<file path="config.mk">
export PLATFORM = sky130hd
export DESIGN_NAME = alarm_set
export DESIGN_NICKNAME = d
export VERILOG_FILES = /design/src/rtl/alarm_set_pkg.sv /design/src/rtl/bcd2_step.sv /design/src/rtl/alarm_set.sv
export SDC_FILE = /design/constraint.sdc
export NUM_CORES = 1
export LEC_CHECK = 0
export BUFFER_PORTS_ARGS = -buffer_cell sky130_fd_sc_hd__buf_2
export CAP_MARGIN = 25
export CORE_MARGIN = 2
export CORE_UTILIZATION = 40
export CTS_BUF_LIST = sky130_fd_sc_hd__clkbuf_8 sky130_fd_sc_hd__clkbuf_16
export DETAILED_ROUTE_END_ITERATION = 8
export SKIP_CTS_REPAIR_TIMING = 1
export SYNTH_ARGS = -nofsm -noshare
export SYNTH_HDL_FRONTEND = slang
export SYNTH_SLANG_ARGS = --single-unit
</file>
<file path="constraint.sdc">
create_clock -name clk -period 5 [get_ports clk]
set_clock_uncertainty 0.1 [all_clocks]
set_input_delay 1 -clock clk [delete_from_list [all_inputs] [get_ports clk]]
set_output_delay 1 -clock clk [all_outputs]
set_load 0.01 [all_outputs]
</file>
<file path="src/rtl/alarm_set_pkg.sv">
// alarm_set_pkg: definitions shared by the alarm-set, clock and display blocks.
//   - FSM state encoding (numerically equal to the edit_field index)
//   - field index constants, BCD field limits
//   - bit-slice positions of the packed 24-bit HH:MM:SS BCD time
//   - helper that advances the edit field SET_H -> SET_M -> SET_S -> SET_H
package alarm_set_pkg;

    localparam logic [1:0] FIELD_IDLE = 2'd0;
    localparam logic [1:0] FIELD_HOUR = 2'd1;
    localparam logic [1:0] FIELD_MIN  = 2'd2;
    localparam logic [1:0] FIELD_SEC  = 2'd3;

    typedef enum logic [1:0] {
        StIdle = FIELD_IDLE,
        StSetH = FIELD_HOUR,
        StSetM = FIELD_MIN,
        StSetS = FIELD_SEC
    } state_e;

    localparam logic [7:0] HOUR_MAX   = 8'h23;
    localparam logic [7:0] MINSEC_MAX = 8'h59;

    // Two-digit field positions in the packed time
    localparam int unsigned HOUR_LSB = 16;
    localparam int unsigned MIN_LSB  = 8;
    localparam int unsigned SEC_LSB  = 0;

    // Single-digit positions in the packed time
    localparam int unsigned H_TENS_LSB = 20;
    localparam int unsigned H_ONES_LSB = 16;
    localparam int unsigned M_TENS_LSB = 12;
    localparam int unsigned M_ONES_LSB = 8;
    localparam int unsigned S_TENS_LSB = 4;
    localparam int unsigned S_ONES_LSB = 0;

    function automatic state_e next_set_state(input state_e s);
        case (s)
            StSetH:  return StSetM;
            StSetM:  return StSetS;
            default: return StSetH;
        endcase
    endfunction

endpackage

</file>
<file path="src/rtl/bcd2_step.sv">
// bcd2_step: combinational two-digit packed-BCD +1/-1 with wrap-around.
//   i_value  current two-digit BCD value
//   i_max    largest legal value of the field (e.g. 8'h23 or 8'h59)
//   i_inc    step up (wins over i_dec)
//   i_dec    step down
//   o_value  stepped value; i_value unchanged when neither step is requested
module bcd2_step (
    input  logic [7:0] i_value,
    input  logic [7:0] i_max,
    input  logic       i_inc,
    input  logic       i_dec,
    output logic [7:0] o_value
);

    logic [3:0] w_tens;
    logic [3:0] w_ones;

    assign w_tens = i_value[7:4];
    assign w_ones = i_value[3:0];

    always_comb begin
        o_value = i_value;
        if (i_inc) begin
            // >= so an out-of-range value still lands back on 00
            if (i_value >= i_max) begin
                o_value = 8'h00;
            end else if (w_ones == 4'd9) begin
                o_value = {w_tens + 4'd1, 4'd0};
            end else begin
                o_value = {w_tens, w_ones + 4'd1};
            end
        end else if (i_dec) begin
            if (i_value == 8'h00) begin
                o_value = i_max;
            end else if (w_ones == 4'd0) begin
                o_value = {w_tens - 4'd1, 4'd9};
            end else begin
                o_value = {w_tens, w_ones - 4'd1};
            end
        end
    end

endmodule

</file>
<file path="src/rtl/alarm_set.sv">
// alarm_set: alarm-time editor in front of the clock/alarm block.
//   clk, rst_n         clock, synchronous active-low reset
//   ALARM_R            alarm-edit level from the state controller
//   key_next/inc/dec/ok  single-cycle debounced key pulses
//   alarm_R            committed alarm, packed BCD HH:MM:SS
//   alarm_ready_R_clk  one-cycle strobe, aligned with the alarm_R update
//   edit_field         0 idle, 1 hours, 2 minutes, 3 seconds
//   edit_value         working value shown while editing
//   blink_mask         per-digit blank request, bit5 = h_tens .. bit0 = s_ones
module alarm_set
    import alarm_set_pkg::*;
#(
    parameter int unsigned BLINK_MAX = 24999999
) (
    input  logic        clk,
    input  logic        rst_n,
    input  logic        ALARM_R,
    input  logic        key_next,
    input  logic        key_inc,
    input  logic        key_dec,
    input  logic        key_ok,
    output logic [23:0] alarm_R,
    output logic        alarm_ready_R_clk,
    output logic [1:0]  edit_field,
    output logic [23:0] edit_value,
    output logic [5:0]  blink_mask
);

    localparam int unsigned CntW = (BLINK_MAX > 0) ? $clog2(BLINK_MAX + 1) : 1;

    state_e          r_state;
    logic            r_alarm_prev;
    logic [23:0]     r_alarm;
    logic [23:0]     r_edit;
    logic            r_strobe;
    logic [CntW-1:0] r_blink_cnt;
    logic            r_blink_phase;

    logic [7:0]      w_field_val;
    logic [7:0]      w_field_max;
    logic [7:0]      w_field_new;
    logic [23:0]     w_edit_next;
    logic [5:0]      w_blink_mask;

    // Active-field select feeding the single stepper
    always_comb begin
        w_field_val = r_edit[HOUR_LSB +: 8];
        w_field_max = HOUR_MAX;
        case (r_state)
            StSetM: begin
                w_field_val = r_edit[MIN_LSB +: 8];
                w_field_max = MINSEC_MAX;
            end
            StSetS: begin
                w_field_val = r_edit[SEC_LSB +: 8];
                w_field_max = MINSEC_MAX;
            end
            default: ;
        endcase
    end

    bcd2_step u_step (
        .i_value (w_field_val),
        .i_max   (w_field_max),
        .i_inc   (key_inc),
        .i_dec   (key_dec),
        .o_value (w_field_new)
    );

    // Write the stepped field back; other fields untouched
    always_comb begin
        w_edit_next = r_edit;
        case (r_state)
            StSetH:  w_edit_next[HOUR_LSB +: 8] = w_field_new;
            StSetM:  w_edit_next[MIN_LSB +: 8]  = w_field_new;
            StSetS:  w_edit_next[SEC_LSB +: 8]  = w_field_new;
            default: ;
        endcase
    end

    always_ff @(posedge clk) begin
        if (!rst_n) begin
            r_state       <= StIdle;
            r_alarm_prev  <= 1'b0;
            r_alarm       <= '0;
            r_edit        <= '0;
            r_strobe      <= 1'b0;
            r_blink_cnt   <= '0;
            r_blink_phase <= 1'b0;
        end else begin
            r_alarm_prev <= ALARM_R;
            r_strobe     <= 1'b0;
            case (r_state)
                StIdle: begin
                    r_blink_cnt   <= '0;
                    r_blink_phase <= 1'b0;
                    if (ALARM_R && !r_alarm_prev) begin
                        r_state <= StSetH;
                        r_edit  <= r_alarm;
                    end
                end
                default: begin
                    // Any accepted event restarts the blink so the field shows at once
                    if (!ALARM_R) begin
                        r_state       <= StIdle;
                        r_blink_cnt   <= '0;
                        r_blink_phase <= 1'b0;
                    end else if (key_ok) begin
                        r_alarm       <= r_edit;
                        r_strobe      <= 1'b1;
                        r_state       <= StIdle;
                        r_blink_cnt   <= '0;
                        r_blink_phase <= 1'b0;
                    end else if (key_next) begin
                        r_state       <= next_set_state(r_state);
                        r_blink_cnt   <= '0;
                        r_blink_phase <= 1'b0;
                    end else if (key_inc || key_dec) begin
                        r_edit        <= w_edit_next;
                        r_blink_cnt   <= '0;
                        r_blink_phase <= 1'b0;
                    end else if (r_blink_cnt == CntW'(BLINK_MAX)) begin
                        r_blink_cnt   <= '0;
                        r_blink_phase <= ~r_blink_phase;
                    end else begin
                        r_blink_cnt   <= r_blink_cnt + CntW'(1);
                    end
                end
            endcase
        end
    end

    always_comb begin
        w_blink_mask = '0;
        if (r_blink_phase) begin
            case (r_state)
                StSetH:  w_blink_mask = 6'b110000;
                StSetM:  w_blink_mask = 6'b001100;
                StSetS:  w_blink_mask = 6'b000011;
                default: w_blink_mask = '0;
            endcase
        end
    end

    assign alarm_R           = r_alarm;
    assign alarm_ready_R_clk = r_strobe;
    assign edit_field        = r_state;
    assign edit_value        = r_edit;
    assign blink_mask        = w_blink_mask;

endmodule
</file>
==> results of run 1 <==
## sequential cells by signal, indices dropped and copies added (netlist names)
name	cells
r_blink_cnt	25
alarm_R	24
edit_value	24
edit_field	2
alarm_ready_R_clk	1
r_alarm_prev	1
r_blink_phase	1
## cells in the final DEF (no fill, tap or decap), types with 3 or more instances in the layout
master and n:
dfxtp_1 78, nand2_1 68, buf_2 63, nor2_1 59, o21ai_0 33, a21oi_1 28, a21boi_0 24, nand3_1 17
xor2_1 15, a32o_1 15, ha_1 12, inv_1 11, xnor2_1 11, nor3_1 10, clkbuf_8 10, and2_1 9
nand4_1 9, and3_1 6, a31oi_1 6, nor3b_1 4, a22o_1 4, or2_2 4, a22oi_1 4, nor4_1 4
a211oi_1 4, buf_4 4, a21oi_2 3, nand2b_1 3, o21ai_1 3, o211ai_1 3, or3_1 3, o32ai_1 3
## critical path, delay by kind of cell, from the launching register on
kind | cells | cell delay (ps)
AO/OA/AOI/OAI | 4 | 1410
flip-flops | 1 | 360
buffers and inverters | 2 | 260
adder cells (fa/ha/maj) | 2 | 1070
AND/OR/NAND/NOR | 3 | 580
## area by class of cell
class	instances	share of cell area [%]
Clock inverter	5	1.70
Clock buffer	10	2.83
Tap cell	136	3.50
Timing Repair Buffer	68	7.42
Inverter	12	0.927
Sequential cell	78	32.1
Multi-Input combinational cell	403	51.5
## routing by layer
| metal | vias up | GRT usage, % |
|---|---|---|
| met5 | - | 0 |
| met4 | 0 | 8.06 |
| met3 | 17 | 2.78 |
| met2 | 107 | 37.8 |
| met1 | 1927 | 35.7 |
| li1 | 1983 | - |
## stage by stage
step	cell area [um^2]	utilization (%)	hold slack (ps)	cells
after CTS	4840	46.7	358	711
after global placement	4620	44.6	324	696
after floorplan	4270	-	313	526
after detailed placement	4620	44.6	346	696
final	4860	46.9	354	712
after global routing	4860	46.9	394	712
## logic make-up after synthesis
kind of cell | share of synthesized area (%)
and+or+nand+nor | 23.9
AOI/OAI and AO/OA | 25.4
DFF | 36.5
buffers and inverters | 4.89
xor gates and xnor gates | 5.33
adders and majority gates | 3.51
muxes | 0.469
## path summary, 6_finish.rpt
path | startpoint | endpoint | slack, ps | depth (start not counted)
setup / recovery | edit_field[0] | edit_value[12] | 1090 | 11
hold / removal | r_blink_cnt[0] | r_blink_cnt[0] | 350 | 1
setup reg to reg | edit_field[0] | edit_value[12] | 1090 | 11
hold reg to reg | r_blink_cnt[0] | r_blink_cnt[0] | 350 | 1
## power breakdown
part / switching (mW) / internal (mW) / leakage [nW]
logic: 0.174 / 0.0873 / 1.12
registers: 0.0318 / 0.640 / 0.631
clock network: 0.240 / 0.294 / 0.113
==> reports/metrics.cfg, run 1 <==
[run_status]
outcome=finished, final reports clean

[global_route]
grt_pass1_wl_um=21500
overflow=0
gr-usage-all-layers_pct=24.6
antenna_found_initial=0
first_global_vias=3777
grt_max_degree=41

[cells_and_area]
layout-drive-gt1-share_pct=17.5
seqCellArea_mm2=0.00156
num-fill-cells=1082
synthToLayoutAreaGrowth_pct=13.7
n_antenna_cell=0
multi_input_area_mm2=0.00250
fin_nets=591

[critical_path]
path_cells=inv_1, ha_1, nor2_8, a221o_1, inv_1, ha_1, o2111ai_1, nor2_1, and3b_1, a2111o_1, a32o_1
worstSetupEndpointType=register
worstSetupStartpointType=register
path_max_fanout=22
crit_required_ps=5150
crit_slowest_cell=ha_1
arrival_ps=4060
critPathKind=register to register
cp_slowest_stage_delay_ps=800

[synth]
syn_avg_cell_area_um2=8.12
synth_top_area_share_pct=36.5
synth.most_common_cell=dfxtp_1
synthCells=526
synth_nets=545
async_flop_share_pct=0
synth.top_cells.by_count=dfxtp_1, nand2_1, nor2_1
synth_area_leaders=dfxtp_1, nand2_1, nor2_1, a21boi_0, o21ai_0
netlist_area_mm2=0.00427
yosysWarnings=0
ys_seq_elements=78
synth-edff-count=0
ys_types=61
synthFlopType=dfxtp_1
ys_seq_area_share_pct=36.5
synth_area_leader_cell=dfxtp_1

[floorplan]
start_util_pct=41.2
die_h_um=107
die_area_mm2=0.0115
core_mm2=0.0104
ios=64
fp-row-count=37
die-width_um=107

[route]
wl_per_cell_um=19.3
via_per_inst=5.67
drtPass1Iterations=4
top_layer_used=met4
drtIter0Drc=294
finalWirelength_um=13700
wl_met3_um=500
vias=4034
remaining_drc_errors=0
ant_nets=0
wl_met1_um=7030
met2_length_um=5970

[cts]
cts_tree=yes
clockBufferDepth=2
path_clk_slew_ps=90
clk_latency_ps=360
cts-htree-levels=3
cts_buffers=9
clock-root-buffer=clkbuf_8
cts_sinks=78

[placed_design]
hpwl_um=10000
portBuffers=63
dpl_worst_slack_ps=1130
finalWeightedCongestion=0.982

[hold_path]
hold_path.class=register to register

[power_and_ir_drop]
p_leak_nw=1.86
report.power.total_mw=1.47
peakVddDrop_v=0.000179
powerDensity_mw_per_mm2=302

[sta]
slew_headroom_pct=34.4
final.setup.tns_ps=0
fmax_mhz=256
drv_slew=0
hold_viol_final=0
final-setup-viol-count=0
min_period_ps=3910
layout_setup_ws_ps=1090
worst_pin_slew_ps=983
fin_crit_sh_pct=78.1
rsz0062_at_grt=no

[flow_run]
drv_cap=0

(Power assumes the default switching activity.)
==> inputs of run 2 (changes only) <==
==> constraint.sdc (replaced) <==
create_clock -name clk -period 3.75 [get_ports clk]
set_clock_uncertainty 0.1 [all_clocks]
set_input_delay 0.75 -clock clk [delete_from_list [all_inputs] [get_ports clk]]
set_output_delay 0.75 -clock clk [all_outputs]
set_load 0.01 [all_outputs]
==> run 2 against run 1 <==
Compared with the run above: combinational power increased by 37%; core utilization increased by 0.29 points; first-iteration DRC count increased by 16%; via count increased by 3.6%; setup slack got worse by 790 ps; final area increased by 0.62%; non-clock buffer count increased by 10; clock-buffer cell count decreased by 1; wire length increased by 1.3%; critical path depth unchanged; power increased by 27%; hold slack about the same; critical path type unchanged; largest cell class unchanged.
==> reports/metrics.cfg, run 2 (synthesized netlist as in run 1, its figures left out) <==
[hold_path]
hold_path.class=register to register
whs_path_depth=1  ; unchanged
worstHoldStart=r_blink_cnt[0]
whs_endpoint=r_blink_cnt[0]

[sta]
slew_headroom_pct=58.6  ; +24 points
final-setup-viol-count=0  ; unchanged
fin_crit_sh_pct=91.8  ; +14 points
hold_viol_final=0  ; unchanged
min_period_ps=3440  ; -464 ps
drv_slew=0  ; unchanged
layout_setup_ws_ps=306  ; -786 ps
rsz0062_at_grt=no
final.setup.tns_ps=0  ; unchanged
worst_pin_slew_ps=616  ; -368 ps
timing.hold.ws_ps=355  ; +0.407 ps
fmax_mhz=290  ; +13%

[route]
vias=4180  ; +3.6%
ant_nets=0  ; unchanged
drtIter0Drc=342  ; +16%
drtPass1Iterations=5  ; +1
remaining_drc_errors=0  ; unchanged
wl_per_cell_um=19.3  ; -0.15%
finalWirelength_um=13900  ; +1.3%
via_per_inst=5.79  ; +2.2%

[critical_path]
rr_worst_depth=11  ; unchanged
timing.rr.end=edit_value[9]
crit_required_ps=3950  ; -1200 ps
worstSetupEndpointType=register
critPathKind=register to register
worstSetupStartpointType=register
arrival_ps=3640  ; -420 ps
path_max_fanout=10  ; -55%
ff2ff_setup_slack_ps=310  ; -790 ps
r2r-start=edit_field[0]

[floorplan]
die_h_um=107  ; unchanged
core_mm2=0.0104  ; unchanged
start_util_pct=41.2  ; unchanged
fp-row-count=37  ; unchanged
die_area_mm2=0.0115  ; unchanged
ios=64  ; unchanged
die-width_um=107  ; unchanged

[power_and_ir_drop]
peakVddDrop_v=0.000163  ; -9.0%
report.power.total_mw=1.86  ; +27%
powerDensity_mw_per_mm2=381  ; +26%
p_leak_nw=1.90  ; +1.9%

[global_route]
grt_max_degree=39  ; -4.9%
first_global_vias=3785  ; +0.21%
grt_use_met2_pct=35.8  ; -2.0 points
antenna_found_initial=0  ; unchanged
grtUsageMet1_pct=35.5  ; -0.24 points
grtUsageMet3_pct=3.63  ; +0.85 points
overflow=0  ; unchanged
busiest_layer=met2
gr-usage-all-layers_pct=24.6  ; about the same
grt_pass1_wl_um=21500  ; -0.23%

[cts]
path_clk_slew_ps=90  ; about the same
cts_buffers=9  ; unchanged
cts_sinks=78  ; unchanged
clk_latency_ps=360  ; about the same
clock-root-buffer=clkbuf_8
cts_tree=yes
clockBufferDepth=2  ; unchanged
cts-htree-levels=3  ; unchanged

[cells_and_area]
final_area_mm2=0.00489  ; +0.62%
utilization_pct=47.2  ; +0.29 points
final_cell_mix=dfxtp_1, nand2_1, buf_2
largest_register_ffs=25  ; unchanged
n_antenna_cell=0  ; unchanged
stdcell_count=722  ; +1.4%
fin_nets=601  ; +1.7%
num-fill-cells=1041  ; -3.8%
layout-drive-gt1-share_pct=18.8  ; +1.2 points
top_register=r_blink_cnt
synthToLayoutAreaGrowth_pct=14.4
layout_commonest_cell=dfxtp_1

[placed_design]
finalWeightedCongestion=0.952  ; -3.1%
portBuffers=63  ; unchanged
hpwl_um=10400  ; +3.9%
dpl_worst_slack_ps=316  ; -813 ps
post_dp_cell_area_mm2=0.00471  ; +1.8%
place_inst=707  ; +1.6%

[run_status]
outcome=finished, final reports clean

[flow_run]
drv_cap=0  ; unchanged

[run 2: worst max-delay path: stages (launching register included)]
cell      delay, ps
dfxtp_1         370
ha_1            400
buf_4           240
a22o_1          250
a21oi_2         250
inv_1           140
ha_1            300
a211oi_1        320
o211ai_1        160
nand2b_1        170
o31ai_1         490
a32o_1          190
[run 2: worst max-delay path by stage]
stage / slack (ps) / end / cells past startpoint / start
after global routing: 140 / edit_value[5] / 10 / edit_field[0]
final: 310 / edit_value[9] / 11 / edit_field[0]
after floorplan: 600 / edit_value[12] / 13 / edit_field[0]
after detailed placement: 320 / edit_value[12] / 11 / edit_field[0]
after global placement: 380 / edit_value[5] / 11 / edit_field[0]
after CTS: 280 / edit_value[12] / 11 / edit_field[0]
[run 2: area by class of cell]
cell class | count | area, um^2 | share of cell area [%]
sequential | 78 | 1560 | 31.9
tap | 136 | 170 | 3.48
inverter | 12 | 45.0 | 0.921
multi-input combinational | 403 | 2500 | 51.2
clock inverter | 6 | 56.3 | 1.15
timing repair buffer | 78 | 428 | 8.75
clock buffer | 9 | 124 | 2.53
[run 2: metal layers]
metal / share of wire (%) / wire (um)
met2: 42 / 5870
met1: 48 / 6620
met4: 2.8 / 396
met5: 0 / 0
met3: 7.3 / 1010
[run 2: power breakdown]
group          switching (mW)  internal, mW
Clock                   0.311         0.298
Sequential             0.0445         0.853
Combinational           0.234         0.124
Total                   0.589          1.28
==> inputs of run 3 (changes only) <==
--- a/config.mk
+++ b/config.mk
@@ -7,6 +7,7 @@
 export LEC_CHECK = 0
 export BUFFER_PORTS_ARGS = -buffer_cell sky130_fd_sc_hd__buf_2
 export CAP_MARGIN = 25
+export CORE_ASPECT_RATIO = 2
 export CORE_MARGIN = 2
 export CORE_UTILIZATION = 40
 export CTS_BUF_LIST = sky130_fd_sc_hd__clkbuf_8 sky130_fd_sc_hd__clkbuf_16
==> run 3 against run 2 <==
Compared with the run above: clock power up 59%; maximum frequency down 1.4%; core utilization up 1.9 points; hold slack worse by 8.5 ps; largest power group is now clock; sequential share of layout area down 1.5 points; highest routed layer unchanged; global-route usage up 2.8 points; register-to-register slack worse by 50 ps; wire length up 9.7%; critical endpoint is now edit_value[14]; sequential cell count unchanged.
==> reports/metrics.cfg, run 3 (synthesized netlist as in run 1, its figures left out) <==
[route]
vias=4186  ; +0.14%
wl_per_cell_um=20.8  ; +8.2%
drtIter0Drc=201  ; -41%
ant_nets=0  ; unchanged
remaining_drc_errors=0  ; unchanged
finalWirelength_um=15300  ; +9.7%
drtPass1Iterations=4  ; -1
via_per_inst=5.72  ; -1.2%

[floorplan]
die-width_um=77.1  ; -28%
ios=64  ; unchanged
start_util_pct=40.8  ; -0.42 points
core_mm2=0.0105  ; +1.0%
fp-row-count=53  ; +43%
die_h_um=150  ; +40%
die_area_mm2=0.0116  ; +0.43%

[sta]
min_period_ps=3490  ; +50.5 ps
final-setup-viol-count=0  ; unchanged
worst_pin_slew_ps=674  ; +58.0 ps
fin_crit_sh_pct=93.2  ; +1.3 points
slew_headroom_pct=54.9  ; -3.7 points
hold_viol_final=0  ; unchanged
final.setup.tns_ps=0  ; unchanged
drv_slew=0  ; unchanged
rsz0062_at_grt=no
fmax_mhz=286  ; -1.4%

[cells_and_area]
n_antenna_cell=0  ; unchanged
final_cell_mix=dfxtp_1, nand2_1, buf_2
layout-drive-gt1-share_pct=20.7  ; +1.9 points
fin_nets=609  ; +1.3%
utilization_pct=49.0  ; +1.9 points
layout_commonest_cell=dfxtp_1
top_register=r_blink_cnt
multi_input_area_mm2=0.00252  ; +0.50%
largest_register_ffs=25  ; unchanged
synthToLayoutAreaGrowth_pct=20.2
seqCellArea_mm2=0.00156  ; unchanged
num-fill-cells=1097  ; +5.4%

[power_and_ir_drop]
p_leak_nw=2.00  ; +5.3%
p_sw_mw=0.655  ; +11%
switching_share_pct=29.1  ; -2.5 points
peakVddDrop_v=0.000358  ; +120%
powerDensity_mw_per_mm2=439  ; +15%
pwr-share-clk_pct=43.0  ; +10 points
power_frac_comb_pct=17.2  ; -2.0 points
p_int_mw=1.60  ; +25%
power.share.sequential_pct=39.8  ; -8.3 points

[critical_path]
critPathKind=register to register
rr_worst_depth=12  ; +1
arrival_ps=3670  ; +30 ps
crit_required_ps=3930  ; -20 ps
ff2ff_setup_slack_ps=260  ; -50 ps
worstSetupStartpointType=register
path_max_fanout=10  ; unchanged
worstSetupEndpointType=register

[placed_design]
hpwl_um=12000  ; +15%
portBuffers=63  ; unchanged
finalWeightedCongestion=0.960  ; +0.89%

[cts]
cts_sinks=78  ; unchanged
path_clk_slew_ps=60  ; -30 ps
clock-root-buffer=clkbuf_16
clockBufferDepth=2  ; unchanged
cts-htree-levels=3  ; unchanged
cts_tree=yes
clk_latency_ps=340  ; -20 ps
cts_buffers=9  ; unchanged

[global_route]
antenna_found_initial=0  ; unchanged
overflow=0  ; unchanged
grt_use_met2_pct=53.5  ; +18 points
busiest_layer=met2
grt_pass1_wl_um=23700  ; +10%
gr-usage-all-layers_pct=27.3  ; +2.8 points
grtUsageMet3_pct=3.84  ; +0.20 points
first_global_vias=4251  ; +12%
grtUsageMet1_pct=26.7  ; -8.8 points
grt_max_degree=67  ; +72%

[hold_path]
hold_path.class=register to register
whs_path_depth=1  ; unchanged

[run_status]
outcome=finished, final reports clean

[flow_run]
drv_cap=0  ; unchanged

==> run 3: cell types whose count changed in the layout (fill, tap and decap cells not counted) <==
cell / before / now
buf_16: 0 / 1
buf_4: 15 / 22
bufinv_16: 1 / 2
clkbuf_16: 0 / 9
clkbuf_8: 9 / 1
clkinv_2: 2 / 0
clkinv_4: 1 / 0
clkinvlp_4: 0 / 2
inv_1: 13 / 11
inv_6: 0 / 2
o31ai_1: 2 / 1
o31ai_2: 0 / 1
o32ai_1: 3 / 2
o32ai_2: 0 / 1
==> run 3: path summary, 6_finish.rpt <==
kind / start / end
worst max-delay path: edit_field[0] / edit_value[14]
worst min-delay path: r_blink_cnt[0] / r_blink_cnt[0]
worst max register to register: edit_field[0] / edit_value[14]
worst min register to register: r_blink_cnt[0] / r_blink_cnt[0]
==> run 3: cell type report <==
cell class | count | area share [%]
Clock buffer | 10 | 4.65
Sequential cell | 78 | 30.4
Multi-Input combinational cell | 403 | 49.0
Inverter | 12 | 0.877
Tap cell | 137 | 3.34
Timing Repair Buffer | 86 | 9.89
Clock inverter | 6 | 1.80
==> run 3: routing by layer <==
layer  routed length (um)  part of all wire (%)  vias to the layer above
met5                    0                     0                        -
met4                  825                   5.4                        0
met3                  559                   3.7                       37
li1                     -                     -                     2015
met1                 5270                    35                     2010
met2                 8600                    56                      124
==> run 3: worst max-delay path, stage by stage, from the launching register on <==
cell and delay [ps]:
dfxtp_1 350, inv_1 90, ha_1 500, nor2_8 70, buf_4 180, a21oi_2 280
inv_1 170, ha_1 320, a211oi_1 300, o2111ai_1 230, a21oi_2 300, o2bb2ai_1 330
a32o_1 210
==> run 3: metrics by stage <==
step                      hold WS [ps]  cell area, um^2  power, mW  setup WS [ps]  std cells
final                              346             5130       2.25            256        732
after floorplan                    313             4270       1.13            600        526
after global routing               386             5130       2.33           36.4        732
after global placement             322             4760       1.30            177        715
after CTS                          348             5120       2.26            148        732
after detailed placement           334             4790       1.30            188        716
==> run 3: power by group through the flow <==
stage / Sequential [mW] / Combinational [mW] / Clock (mW)
finish: 0.897 / 0.389 / 0.969
global route: 0.900 / 0.421 / 1.01
global placement: 0.915 / 0.382 / 0
detailed placement: 0.914 / 0.383 / 0
floorplan: 0.908 / 0.218 / 0
CTS: 0.896 / 0.384 / 0.981
